## config.mk

```make
export PLATFORM = sky130hd
export DESIGN_NAME = sram_axi_bridge_flat
export DESIGN_NICKNAME = d
export VERILOG_FILES = /design/src/rtl/sram_axi_bridge_if.sv /design/src/rtl/sram_axi_bridge.sv /design/src/flat_wrapper.sv
export SDC_FILE = /design/constraint.sdc
export NUM_CORES = 1
export LEC_CHECK = 0
export ABC_CLOCK_PERIOD_IN_PS = 6640
export BUFFER_PORTS_ARGS = -buffer_cell sky130_fd_sc_hd__buf_2
export CAP_MARGIN = 30
export CORE_MARGIN = 3
export CORE_UTILIZATION = 25
export DETAILED_ROUTE_END_ITERATION = 12
export GPL_TIMING_DRIVEN = 0
export PLACE_DENSITY = 0.54
export SYNTH_ARGS = -nofsm -noshare
export SYNTH_HDL_FRONTEND = slang
export SYNTH_SLANG_ARGS = --single-unit
```

## constraint.sdc

```tcl
create_clock -name aclk -period 6.64 [get_ports aclk]
set_input_delay 0.332 -clock aclk [delete_from_list [all_inputs] [get_ports aclk]]
set_output_delay 0.332 -clock aclk [all_outputs]
set_load 0.005 [all_outputs]
```

## src/rtl/sram_axi_bridge_if.sv

```systemverilog
// AXI3 bus bundle between the SRAM-like bridge (master) and the SoC crossbar (slave).
interface sram_axi_bridge_if #(
  parameter int ADDR_W = 32,
  parameter int DATA_W = 32
);
  logic [3:0]        arid;
  logic [ADDR_W-1:0] araddr;
  logic [7:0]        arlen;
  logic [2:0]        arsize;
  logic [1:0]        arburst;
  logic [1:0]        arlock;
  logic [3:0]        arcache;
  logic [2:0]        arprot;
  logic              arvalid;
  logic              arready;

  logic [3:0]        rid;
  logic [DATA_W-1:0] rdata;
  logic [1:0]        rresp;
  logic              rlast;
  logic              rvalid;
  logic              rready;

  logic [3:0]        awid;
  logic [ADDR_W-1:0] awaddr;
  logic [7:0]        awlen;
  logic [2:0]        awsize;
  logic [1:0]        awburst;
  logic [1:0]        awlock;
  logic [3:0]        awcache;
  logic [2:0]        awprot;
  logic              awvalid;
  logic              awready;

  logic [3:0]        wid;
  logic [DATA_W-1:0] wdata;
  logic [3:0]        wstrb;
  logic              wlast;
  logic              wvalid;
  logic              wready;

  logic [3:0]        bid;
  logic [1:0]        bresp;
  logic              bvalid;
  logic              bready;

  modport master (
    output arid, araddr, arlen, arsize, arburst, arlock, arcache, arprot, arvalid,
    input  arready,
    input  rid, rdata, rresp, rlast, rvalid,
    output rready,
    output awid, awaddr, awlen, awsize, awburst, awlock, awcache, awprot, awvalid,
    input  awready,
    output wid, wdata, wstrb, wlast, wvalid,
    input  wready,
    input  bid, bresp, bvalid,
    output bready
  );

  modport slave (
    input  arid, araddr, arlen, arsize, arburst, arlock, arcache, arprot, arvalid,
    output arready,
    output rid, rdata, rresp, rlast, rvalid,
    input  rready,
    input  awid, awaddr, awlen, awsize, awburst, awlock, awcache, awprot, awvalid,
    output awready,
    input  wid, wdata, wstrb, wlast, wvalid,
    output wready,
    output bid, bresp, bvalid,
    input  bready
  );
endinterface

```

## src/rtl/sram_axi_bridge.sv

```systemverilog
// Merges the core's instruction and data SRAM-like ports onto one AXI3 master:
// single AR slot with data priority, per-ID read return, one outstanding write.
module sram_axi_bridge #(
  parameter int         ADDR_W   = 32,
  parameter int         DATA_W   = 32,
  parameter int         RD_DEPTH = 2,
  parameter logic [3:0] INST_ID  = 4'd0,
  parameter logic [3:0] DATA_ID  = 4'd1
) (
  input  logic              aclk,
  input  logic              aresetn,

  input  logic              inst_sram_req,
  input  logic [1:0]        inst_sram_size,
  input  logic [ADDR_W-1:0] inst_sram_addr,
  output logic              inst_sram_addr_ok,
  output logic              inst_sram_data_ok,
  output logic [DATA_W-1:0] inst_sram_rdata,

  input  logic              data_sram_req,
  input  logic              data_sram_wr,
  input  logic [1:0]        data_sram_size,
  input  logic [ADDR_W-1:0] data_sram_addr,
  input  logic [3:0]        data_sram_wstrb,
  input  logic [DATA_W-1:0] data_sram_wdata,
  output logic              data_sram_addr_ok,
  output logic              data_sram_data_ok,
  output logic [DATA_W-1:0] data_sram_rdata,

  sram_axi_bridge_if.master axi
);

  localparam int              CNT_W  = $clog2(RD_DEPTH + 1);
  localparam logic [CNT_W-1:0] RD_MAX = CNT_W'(RD_DEPTH);

  typedef enum logic {W_IDLE, W_BUSY} wr_state_e;

  wr_state_e         wr_state_q, wr_state_d;
  logic [CNT_W-1:0]  rcnt_i, rcnt_d;

  logic              ar_valid_q;
  logic [3:0]        ar_id_q;
  logic [ADDR_W-1:0] ar_addr_q;
  logic [2:0]        ar_size_q;

  logic              aw_valid_q, w_valid_q;
  logic [ADDR_W-1:0] aw_addr_q;
  logic [2:0]        aw_size_q;
  logic [DATA_W-1:0] w_data_q;
  logic [3:0]        w_strb_q;

  logic r_inst, r_data, dec_i, dec_d;
  logic slot_free, b_done, wr_free;
  logic rd_d_acc, rd_i_acc, wr_acc;

  // Response/bus status bits the bridge deliberately ignores.
  logic unused_resp;
  assign unused_resp = ^{axi.rresp, axi.rlast, axi.bresp};

  // Responses are gated by reset so nothing leaks out while the interconnect resets.
  assign r_inst = aresetn && axi.rvalid && (axi.rid == INST_ID);
  assign r_data = aresetn && axi.rvalid && (axi.rid == DATA_ID);
  assign dec_i  = r_inst && (rcnt_i != '0);
  assign dec_d  = r_data && (rcnt_d != '0);

  assign slot_free = !ar_valid_q || axi.arready;

  // The write retires only after both AW and W have handshaked on earlier edges.
  assign b_done  = (wr_state_q == W_BUSY) && !aw_valid_q && !w_valid_q &&
                   axi.bvalid && (axi.bid == DATA_ID);
  assign wr_free = (wr_state_q == W_IDLE) || b_done;

  assign rd_d_acc = aresetn && data_sram_req && !data_sram_wr && slot_free &&
                    ((rcnt_d < RD_MAX) || dec_d) && wr_free;
  assign rd_i_acc = aresetn && inst_sram_req && slot_free &&
                    ((rcnt_i < RD_MAX) || dec_i) && !rd_d_acc;
  assign wr_acc   = aresetn && data_sram_req && data_sram_wr && wr_free && (rcnt_d == '0);

  assign inst_sram_addr_ok = rd_i_acc;
  assign inst_sram_data_ok = r_inst;
  assign inst_sram_rdata   = axi.rdata;
  assign data_sram_addr_ok = rd_d_acc || wr_acc;
  assign data_sram_data_ok = r_data || b_done;
  assign data_sram_rdata   = axi.rdata;

  // NOTE: sequential state is updated with non-blocking assignments so every
  // register samples the pre-edge values regardless of block ordering.
  always_ff @(posedge aclk or negedge aresetn) begin
    if (!aresetn) begin
      rcnt_i <= '0;
      rcnt_d <= '0;
    end else begin
      unique case ({rd_i_acc, dec_i})
        2'b10:   rcnt_i <= rcnt_i + CNT_W'(1);
        2'b01:   rcnt_i <= rcnt_i - CNT_W'(1);
        default: rcnt_i <= rcnt_i;
      endcase
      unique case ({rd_d_acc, dec_d})
        2'b10:   rcnt_d <= rcnt_d + CNT_W'(1);
        2'b01:   rcnt_d <= rcnt_d - CNT_W'(1);
        default: rcnt_d <= rcnt_d;
      endcase
    end
  end

  // AR slot: a new request may overwrite it in the same cycle the old one handshakes.
  always_ff @(posedge aclk or negedge aresetn) begin
    if (!aresetn) begin
      ar_valid_q <= 1'b0;
      ar_id_q    <= '0;
      ar_addr_q  <= '0;
      ar_size_q  <= '0;
    end else if (rd_d_acc) begin
      ar_valid_q <= 1'b1;
      ar_id_q    <= DATA_ID;
      ar_addr_q  <= data_sram_addr;
      ar_size_q  <= {1'b0, data_sram_size};
    end else if (rd_i_acc) begin
      ar_valid_q <= 1'b1;
      ar_id_q    <= INST_ID;
      ar_addr_q  <= inst_sram_addr;
      ar_size_q  <= {1'b0, inst_sram_size};
    end else if (axi.arready) begin
      ar_valid_q <= 1'b0;
    end
  end

  always_ff @(posedge aclk or negedge aresetn) begin
    if (!aresetn) wr_state_q <= W_IDLE;
    else          wr_state_q <= wr_state_d;
  end

  // NOTE: every always_comb output gets a default first so no path infers a latch.
  always_comb begin
    wr_state_d = wr_state_q;
    unique case (wr_state_q)
      W_IDLE: if (wr_acc) wr_state_d = W_BUSY;
      W_BUSY: begin
        if (wr_acc)      wr_state_d = W_BUSY;
        else if (b_done) wr_state_d = W_IDLE;
      end
      default: wr_state_d = W_IDLE;
    endcase
  end

  // AW and W valids drop independently on their own handshakes.
  always_ff @(posedge aclk or negedge aresetn) begin
    if (!aresetn) begin
      aw_valid_q <= 1'b0;
      w_valid_q  <= 1'b0;
      aw_addr_q  <= '0;
      aw_size_q  <= '0;
      w_data_q   <= '0;
      w_strb_q   <= '0;
    end else if (wr_acc) begin
      aw_valid_q <= 1'b1;
      w_valid_q  <= 1'b1;
      aw_addr_q  <= data_sram_addr;
      aw_size_q  <= {1'b0, data_sram_size};
      w_data_q   <= data_sram_wdata;
      w_strb_q   <= data_sram_wstrb;
    end else begin
      if (axi.awready) aw_valid_q <= 1'b0;
      if (axi.wready)  w_valid_q  <= 1'b0;
    end
  end

  assign axi.arid    = ar_id_q;
  assign axi.araddr  = ar_addr_q;
  assign axi.arlen   = 8'd0;
  assign axi.arsize  = ar_size_q;
  assign axi.arburst = 2'b01;
  assign axi.arlock  = 2'b00;
  assign axi.arcache = 4'd0;
  assign axi.arprot  = 3'd0;
  assign axi.arvalid = ar_valid_q;
  assign axi.rready  = 1'b1;

  assign axi.awid    = DATA_ID;
  assign axi.awaddr  = aw_addr_q;
  assign axi.awlen   = 8'd0;
  assign axi.awsize  = aw_size_q;
  assign axi.awburst = 2'b01;
  assign axi.awlock  = 2'b00;
  assign axi.awcache = 4'd0;
  assign axi.awprot  = 3'd0;
  assign axi.awvalid = aw_valid_q;

  assign axi.wid     = DATA_ID;
  assign axi.wdata   = w_data_q;
  assign axi.wstrb   = w_strb_q;
  assign axi.wlast   = 1'b1;
  assign axi.wvalid  = w_valid_q;
  assign axi.bready  = 1'b1;

endmodule
```

## src/flat_wrapper.sv

```systemverilog
// flat-port wrapper written by rule: the top's interface ports become plain ports
module sram_axi_bridge_flat 
#(
  parameter int         ADDR_W   = 32,
  parameter int         DATA_W   = 32,
  parameter int         RD_DEPTH = 2,
  parameter logic [3:0] INST_ID  = 4'd0,
  parameter logic [3:0] DATA_ID  = 4'd1
)
  (aclk, aresetn, inst_sram_req, inst_sram_size, inst_sram_addr, inst_sram_addr_ok, inst_sram_data_ok, inst_sram_rdata, data_sram_req, data_sram_wr, data_sram_size, data_sram_addr, data_sram_wstrb, data_sram_wdata, data_sram_addr_ok, data_sram_data_ok, data_sram_rdata, axi_arid, axi_araddr, axi_arlen, axi_arsize, axi_arburst, axi_arlock, axi_arcache, axi_arprot, axi_arvalid, axi_arready, axi_rid, axi_rdata, axi_rresp, axi_rlast, axi_rvalid, axi_rready, axi_awid, axi_awaddr, axi_awlen, axi_awsize, axi_awburst, axi_awlock, axi_awcache, axi_awprot, axi_awvalid, axi_awready, axi_wid, axi_wdata, axi_wstrb, axi_wlast, axi_wvalid, axi_wready, axi_bid, axi_bresp, axi_bvalid, axi_bready);
  sram_axi_bridge_if #(.ADDR_W(ADDR_W), .DATA_W(DATA_W)) axi_i ();
  input  logic aclk;
  input  logic aresetn;
  input  logic inst_sram_req;
  input  logic [1:0] inst_sram_size;
  input  logic [ADDR_W-1:0] inst_sram_addr;
  output logic inst_sram_addr_ok;
  output logic inst_sram_data_ok;
  output logic [DATA_W-1:0] inst_sram_rdata;
  input  logic data_sram_req;
  input  logic data_sram_wr;
  input  logic [1:0] data_sram_size;
  input  logic [ADDR_W-1:0] data_sram_addr;
  input  logic [3:0] data_sram_wstrb;
  input  logic [DATA_W-1:0] data_sram_wdata;
  output logic data_sram_addr_ok;
  output logic data_sram_data_ok;
  output logic [DATA_W-1:0] data_sram_rdata;
  output wire logic [$bits(axi_i.arid)-1:0] axi_arid;
  output wire logic [$bits(axi_i.araddr)-1:0] axi_araddr;
  output wire logic [$bits(axi_i.arlen)-1:0] axi_arlen;
  output wire logic [$bits(axi_i.arsize)-1:0] axi_arsize;
  output wire logic [$bits(axi_i.arburst)-1:0] axi_arburst;
  output wire logic [$bits(axi_i.arlock)-1:0] axi_arlock;
  output wire logic [$bits(axi_i.arcache)-1:0] axi_arcache;
  output wire logic [$bits(axi_i.arprot)-1:0] axi_arprot;
  output wire logic [$bits(axi_i.arvalid)-1:0] axi_arvalid;
  input wire logic [$bits(axi_i.arready)-1:0] axi_arready;
  input wire logic [$bits(axi_i.rid)-1:0] axi_rid;
  input wire logic [$bits(axi_i.rdata)-1:0] axi_rdata;
  input wire logic [$bits(axi_i.rresp)-1:0] axi_rresp;
  input wire logic [$bits(axi_i.rlast)-1:0] axi_rlast;
  input wire logic [$bits(axi_i.rvalid)-1:0] axi_rvalid;
  output wire logic [$bits(axi_i.rready)-1:0] axi_rready;
  output wire logic [$bits(axi_i.awid)-1:0] axi_awid;
  output wire logic [$bits(axi_i.awaddr)-1:0] axi_awaddr;
  output wire logic [$bits(axi_i.awlen)-1:0] axi_awlen;
  output wire logic [$bits(axi_i.awsize)-1:0] axi_awsize;
  output wire logic [$bits(axi_i.awburst)-1:0] axi_awburst;
  output wire logic [$bits(axi_i.awlock)-1:0] axi_awlock;
  output wire logic [$bits(axi_i.awcache)-1:0] axi_awcache;
  output wire logic [$bits(axi_i.awprot)-1:0] axi_awprot;
  output wire logic [$bits(axi_i.awvalid)-1:0] axi_awvalid;
  input wire logic [$bits(axi_i.awready)-1:0] axi_awready;
  output wire logic [$bits(axi_i.wid)-1:0] axi_wid;
  output wire logic [$bits(axi_i.wdata)-1:0] axi_wdata;
  output wire logic [$bits(axi_i.wstrb)-1:0] axi_wstrb;
  output wire logic [$bits(axi_i.wlast)-1:0] axi_wlast;
  output wire logic [$bits(axi_i.wvalid)-1:0] axi_wvalid;
  input wire logic [$bits(axi_i.wready)-1:0] axi_wready;
  input wire logic [$bits(axi_i.bid)-1:0] axi_bid;
  input wire logic [$bits(axi_i.bresp)-1:0] axi_bresp;
  input wire logic [$bits(axi_i.bvalid)-1:0] axi_bvalid;
  output wire logic [$bits(axi_i.bready)-1:0] axi_bready;
  assign axi_arid = axi_i.arid;
  assign axi_araddr = axi_i.araddr;
  assign axi_arlen = axi_i.arlen;
  assign axi_arsize = axi_i.arsize;
  assign axi_arburst = axi_i.arburst;
  assign axi_arlock = axi_i.arlock;
  assign axi_arcache = axi_i.arcache;
  assign axi_arprot = axi_i.arprot;
  assign axi_arvalid = axi_i.arvalid;
  assign axi_i.arready = axi_arready;
  assign axi_i.rid = axi_rid;
  assign axi_i.rdata = axi_rdata;
  assign axi_i.rresp = axi_rresp;
  assign axi_i.rlast = axi_rlast;
  assign axi_i.rvalid = axi_rvalid;
  assign axi_rready = axi_i.rready;
  assign axi_awid = axi_i.awid;
  assign axi_awaddr = axi_i.awaddr;
  assign axi_awlen = axi_i.awlen;
  assign axi_awsize = axi_i.awsize;
  assign axi_awburst = axi_i.awburst;
  assign axi_awlock = axi_i.awlock;
  assign axi_awcache = axi_i.awcache;
  assign axi_awprot = axi_i.awprot;
  assign axi_awvalid = axi_i.awvalid;
  assign axi_i.awready = axi_awready;
  assign axi_wid = axi_i.wid;
  assign axi_wdata = axi_i.wdata;
  assign axi_wstrb = axi_i.wstrb;
  assign axi_wlast = axi_i.wlast;
  assign axi_wvalid = axi_i.wvalid;
  assign axi_i.wready = axi_wready;
  assign axi_i.bid = axi_bid;
  assign axi_i.bresp = axi_bresp;
  assign axi_i.bvalid = axi_bvalid;
  assign axi_bready = axi_i.bready;
  sram_axi_bridge #(.ADDR_W(ADDR_W), .DATA_W(DATA_W), .RD_DEPTH(RD_DEPTH), .INST_ID(INST_ID), .DATA_ID(DATA_ID)) u_core (.aclk(aclk), .aresetn(aresetn), .inst_sram_req(inst_sram_req), .inst_sram_size(inst_sram_size), .inst_sram_addr(inst_sram_addr), .inst_sram_addr_ok(inst_sram_addr_ok), .inst_sram_data_ok(inst_sram_data_ok), .inst_sram_rdata(inst_sram_rdata), .data_sram_req(data_sram_req), .data_sram_wr(data_sram_wr), .data_sram_size(data_sram_size), .data_sram_addr(data_sram_addr), .data_sram_wstrb(data_sram_wstrb), .data_sram_wdata(data_sram_wdata), .data_sram_addr_ok(data_sram_addr_ok), .data_sram_data_ok(data_sram_data_ok), .data_sram_rdata(data_sram_rdata), .axi(axi_i));
endmodule
```

# Word level (Yosys, flattened, before mapping)
# Cells that the tools add are included.
# Widths: inputs -> output; s select.
dict set report classes {
  n_addsub 4
  order_cmp 2
  eq_ne 6
  muxes 19
  bitwise 1
  n_reduce_logical 42
}
# cell n
set ops {}
lappend ops {{$mux 32} 2}
lappend ops {{$logic_and 1x1->1} 21}
lappend ops {{$reduce_bool 2->1} 7}
lappend ops {{$mux 1} 10}
lappend ops {{$eq 4x1->1 const B} 2}
lappend ops {{$mux 4} 2}
lappend ops {{$pmux 2 s2} 2}
lappend ops {{$logic_or 1x1->1} 6}
lappend ops {{$mux 3} 2}
lappend ops {{$logic_not 1->1} 5}
lappend ops {{$add 2x1->2 const B} 2}
lappend ops {{$eq 2x1->1 const B} 2}
lappend ops {{$eq 2x2->1 const B} 2}
lappend ops {{$logic_not 4->1} 1}
lappend ops {{$lt 2x2->1 const B} 2}
lappend ops {{$sub 2x1->2 const B} 2}
lappend ops {{$reduce_bool 3->1} 1}
lappend ops {{$logic_not 2->1} 1}
lappend ops {{$pmux 1 s2} 1}
lappend ops {{$not 1->1} 1}
dict set report word_totals {
  regBits 117
  in_bits 159
  out_inout_bits 230
}

# Depth between registers and ports, before layout
dict set report depth {
  ltp_word 11
  ltp_mapped 12
}

# Least setup slack after synthesis
# No wires, ideal clock.
dict set report synth_timing {
  kind {input-to-reg}
  from {input port axi_rid[3]}
  to {register u_core.rcnt_i[1]}
  setup_ns 0.079
  t_arrival_ns 2.286
  t_required_ns 6.561
  slack_ns 4.275
  path_stages 11
  cell_sequence {or2_1 > clkbuf_2 > o41a_1 > buf_2 > or3_1 > buf_2 > buf_6 > nand3_1 > ha_1 > nor2_1 > xor2_1}
}
dict set report synth_via {
  elab_chain_len 10
}
# item line
set synth_lines {}
lappend synth_lines {{start, declared} flat_wrapper.sv:39} ;# input wire logic [$bits(axi_i.rid)-1:0] axi_rid;
lappend synth_lines {{$eq 4x1->1} sram_axi_bridge.sv:62} ;# assign r_data = aresetn && axi.rvalid && (axi.rid == DATA_ID);
lappend synth_lines {{$logic_and 1x1->1} sram_axi_bridge.sv:62}
lappend synth_lines {{$logic_and 1x1->1} sram_axi_bridge.sv:64} ;# assign dec_d = r_data && (rcnt_d != '0);
lappend synth_lines {{$logic_or 1x1->1} sram_axi_bridge.sv:74} ;# ((rcnt_d < RD_MAX) || dec_d) && wr_free;
lappend synth_lines {{$logic_and 1x1->1} sram_axi_bridge.sv:73} ;# assign rd_d_acc = aresetn && data_sram_req && !data_sram_wr && slot_free &&
lappend synth_lines {{$logic_and 1x1->1} sram_axi_bridge.sv:74}
lappend synth_lines {{$logic_not 1->1} sram_axi_bridge.sv:76} ;# ((rcnt_i < RD_MAX) || dec_i) && !rd_d_acc;
lappend synth_lines {{$logic_and 1x1->1} sram_axi_bridge.sv:76}
lappend synth_lines {{$eq 2x1->1 or $eq 2x2->1 (tied branches)} sram_axi_bridge.sv:93} ;# unique case ({rd_i_acc, dec_i})
lappend synth_lines {{$pmux 2 s2 or $reduce_bool 2->1 (tied branches)} --}
lappend synth_lines {{end signal, assigned} sram_axi_bridge.sv:94} ;# 2'b10: rcnt_i <= rcnt_i + CNT_W'(1);
lappend synth_lines {{end signal, assigned} sram_axi_bridge.sv:95} ;# 2'b01: rcnt_i <= rcnt_i - CNT_W'(1);
lappend synth_lines {{end signal, assigned} sram_axi_bridge.sv:96} ;# default: rcnt_i <= rcnt_i;
lappend synth_lines {{end, declared} sram_axi_bridge.sv:39} ;# logic [CNT_W-1:0] rcnt_i, rcnt_d;
# Several ways; a longest one is shown, not always the timed one.
# A chain may end at the register's enable or synchronous reset.

# Worst setup path after layout
dict set report layout_timing {
  from {input port aresetn}
  to {output port inst_sram_addr_ok}
}
dict set report layout_via {
  elab_chain_len 8
}
# item line
set layout_lines {}
lappend layout_lines {{start, declared} flat_wrapper.sv:13} ;# input logic aresetn;
lappend layout_lines {{$logic_and 1x1->1} {sram_axi_bridge.sv:61, sram_axi_bridge.sv:62}}
lappend layout_lines {{$logic_and 1x1->1} sram_axi_bridge.sv:62}
lappend layout_lines {{$logic_and 1x1->1} sram_axi_bridge.sv:64}
lappend layout_lines {{$logic_or 1x1->1} sram_axi_bridge.sv:74}
lappend layout_lines {{$logic_and 1x1->1} sram_axi_bridge.sv:73}
lappend layout_lines {{$logic_and 1x1->1} sram_axi_bridge.sv:74}
lappend layout_lines {{$logic_not 1->1} sram_axi_bridge.sv:76}
lappend layout_lines {{$logic_and 1x1->1 (*)} sram_axi_bridge.sv:76}
lappend layout_lines {{end, declared} flat_wrapper.sv:17} ;# output logic inst_sram_addr_ok;
# Mark *: on every way between the ends. The rest lies on a longest branch, timed or not.

==> key figures <==
Status
  – Status: finished clean

Pwr
  – Maximum vdd drop: 0.152 mV
  – Leak: 4.33 nW
  – Cell area power density: 383 nW/um^2
  – Total Power: 3.22 mW

Finish
  – Layout cell share with drive strength beyond 1: 57.9%
  – Filler Cells Inserted: 2,291
  – Synth-to-layout area growth: 46.2%
  – N_diodes: 0
  – Layout Nets: 1,054

Synth
  – Mapped cell area: 5760 sq um
  – Yosys reg bits: 113
  – Simple-Gate Fraction of Synth Area: 9.41%
  – Main combinational cell family by area after synthesis: buffers and inverters
  – Mux share of post-synthesis cell area: 13.7%
  – Post-synthesis adder-cell area fraction: 0.435%
  – Synth Area in Compound Gates: 7.58%
  – Avg Cell Area, Syn: 11.0 sq um
  – Cell variety after synth: 37
  – Primary FF master, synth: dfrtp_1
  – Post-synth EDFFs: 0
  – Seq/Total Area, Yosys: 49.1%
  – FFs w/ async S/R, synth: 100%
  – Synth Instances: 523
  – Synth warn: 0
  – XOR/XNOR Fraction of Synth Area: 0.913%

Setup path
  – Worst setup path end: inst_sram_addr_ok
  – Worst-path fanout max: 65
  – Worst Setup SP: aresetn
  – R2r endpoint: u_core.rcnt_i[1]$_DFFE_PN0P_
  – WP data arrival: 3.32 ns
  – Setup CP Type: input pin to output pin
  – Crit path launch type: input pin
  – Crit path required time: 6.31 ns
  – Setup crit end kind: output pin
  – Worst reg2reg path startpoint: u_core.axi.arvalid$_DFFE_PN0P_
  – R2R Setup Slk: 4.13 ns
  – Cells on worst reg2reg path: 9

Drt
  – Vias: 5,193
  – Number of vias per cell: 4.38
  – DRT Wirelength: 20,400 microns
  – Routed len/inst: 17.2 microns
  – Router iterations before antenna repair: 4
  – Drt drc: 0
  – Antenna-violating nets left: 0
  – First DRT Iteration DRCs: 167

GRT
  – Tot GR Track Use: 15.7%
  – Vias in the first global route: 5,203
  – First-pass GRT wire length: 29,900 microns
  – GR Overflow Total: 0
  – Largest net degree at the start of global routing: 66
  – Antenna violations before repair: 0

Placement
  – GPL Wtd Cong: 0.786
  – DP HPWL: 15,500 microns
  – Buffers on Ports: 297

Floorplanning
  – Die Ht: 158 microns
  – Die area: 24,900 sq um
  – Die width: 158 microns
  – Core area: 22,200 sq um
  – I/O Pins: 389
  – Row count: 54
  – Initial Util: 25.9%

STA
  – RSZ-0062 raised after global routing: no
  – Fin crit share: 54.9%
  – Final Skew: 0.00863 ns
  – Max-slew violations: 0
  – Worst-margin pin slew: 0.946 ns
  – Final setup fails: 0
  – Hold Violations, Final: 0
  – Fmax achieved: 274 MHz
  – Slew margin rel.: 36.5%
  – Post-route minimum period: 3.65 ns
  – Final setup TNS: 0 ns

Clocking
  – Clk_lat worst skew: 0.41 ns
  – Clock Path Buffers: 2
  – Clock root buffer: clkbuf_16
  – Clock input transition at the sequential cells of the worst setup and hold paths: 0.06 ns
  – Num CTS Buffers: 17
  – TritonCTS Sinks: 113
  – Hold buffers post-CTS: 1
  – Setup Fix Bufs, Post-CTS: 0
  – CTS tree: done
  – CTS resizes: 0
  – Max H-tree Level: 4

Flow run
  – Max-cap violations: 0

Worst hold path
  – Hold crit path type: input pin to register
  – Hold Path Cell Cnt: 2
[worst max-delay path: stages]
cell and delay, ns:
dlygate4sd3_1 0.54, buf_6 0.42, buf_16 0.34, nand2_1 0.12, o41a_1 0.36, buf_2 0.20, or3_1 0.35, buf_2 0.17
buf_6 0.16, nor2b_1 0.13, buf_2 0.13
[cell usage after synthesis, drive strengths merged, types with 2 or more instances]
cell type | n | share of area, %
ha | 2 | 0.43
clkbuf | 23 | 1.5
o21a | 2 | 0.26
buf | 132 | 17
o21ai | 38 | 3.3
or2 | 2 | 0.22
mux2 | 70 | 14
nor4 | 34 | 3.7
nand3 | 37 | 3.2
a31oi | 34 | 3.7
nor2 | 6 | 0.43
inv | 3 | 0.20
conb | 2 | 0.13
nand2b | 2 | 0.22
xor2 | 2 | 0.30
dfrtp | 113 | 49
xnor2 | 4 | 0.61
nand2 | 6 | 0.39
[cell type report]
class / count / area (sq um) / share of cell area [%]
Inverter: 3 / 11.3 / 0.134
Tap cell: 280 / 350 / 4.16
Buffer: 155 / 1070 / 12.7
Clock buffer: 17 / 425 / 5.05
Clock inverter: 15 / 159 / 1.89
Sequential cell: 113 / 2830 / 33.6
Multi-Input combinational cell: 304 / 2050 / 24.3
Timing Repair Buffer: 299 / 1530 / 18.2
[how the worst min path moves through the flow]
stage / from / slack, ns / endpoint
CTS: axi_wready / 0.09 / u_core.axi.wvalid$_DFFE_PN0P_
finish: axi_wready / 0.11 / u_core.axi.wvalid$_DFFE_PN0P_
floorplan: aresetn / 0.04 / u_core.axi.araddr[0]$_DFFE_PN0P_
detailed placement: aresetn / 0.34 / u_core.axi.wdata[24]$_DFFE_PN0P_
global placement: u_core.axi.wdata[12]$_DFFE_PN0P_ / 0.46 / u_core.axi.wdata[12]$_DFFE_PN0P_
global route: axi_wready / 0.1 / u_core.axi.wvalid$_DFFE_PN0P_
[cells in the final DEF (no fill, tap or decap), types with 2 or more instances in the layout]
| cell type | n |
|---|---|
| nor4_1 | 34 |
| conb_1 | 54 |
| buf_6 | 5 |
| a31oi_1 | 34 |
| buf_2 | 305 |
| clkinv_4 | 4 |
| inv_1 | 3 |
| xor2_1 | 2 |
| xnor2_1 | 4 |
| mux2_2 | 61 |
| o21ai_0 | 37 |
| nand3_1 | 37 |
| bufinv_16 | 2 |
| mux2_1 | 9 |
| nor2_1 | 5 |
| clkbuf_1 | 22 |
| buf_4 | 118 |
| o21a_1 | 2 |
| nand2_1 | 6 |
| inv_6 | 3 |
| ha_1 | 2 |
| clkinvlp_4 | 3 |
| nand2b_1 | 2 |
| dfrtp_1 | 113 |
| clkbuf_16 | 17 |
| clkinv_2 | 3 |
[flip-flops by register name, summed over array words and instances, names as in the netlist]
signal and flops:
u_core.rcnt_d 2, u_core.rcnt_i 2, u_core.wr_state_q 1, u_core.axi.wstrb 4
u_core.axi.wvalid 1, u_core.axi.awvalid 1, u_core.axi.arvalid 1, u_core.axi.araddr 32
u_core.axi.awsize 2, u_core.axi.arid 1, u_core.axi.arsize 2, u_core.axi.wdata 32
u_core.axi.awaddr 32
[cell families (layout without fill, tap and decap cells)]
logic type                 count (synthesis)  count (layout)
buffers and inverters                    158             489
DFF                                      113             113
and+or+nand+nor                           96              96
AOI/OAI and AO/OA                         76              76
muxes                                     70              70
xor gates and xnor gates                   6               6
adders and majority gates                  2               2
other                                      2              54
[per-stage QoR]
step	hold slack (ns)	instance area [sq um]	setup slack, ns	std cells	util [%]
finish	0.109	8420	2.99	1186	37.9
global route	0.0952	8420	2.68	1186	37.9
CTS	0.0856	8420	2.83	1186	37.9
detailed placement	0.337	7820	3.12	1153	35.2
global placement	0.464	7790	1.46	1152	35.0
floorplan	0.0364	5950	4.27	575	-
[power by group]
group | switching, mW | leakage [nW] | internal, mW
Sequential | 0.169 | 1.39 | 1.02
Combinational | 0.570 | 2.66 | 0.560
Clock | 0.353 | 0.280 | 0.555
[metal layers]
metal	track usage [%]	share of wire, %	vias to the layer above
li1	-	-	2440
met1	19.0	40	2462
met2	26.6	49	276
met3	5.03	9.0	15
met4	4.79	1.2	0
met5	0	0	-
(Power assumes the default switching activity.)
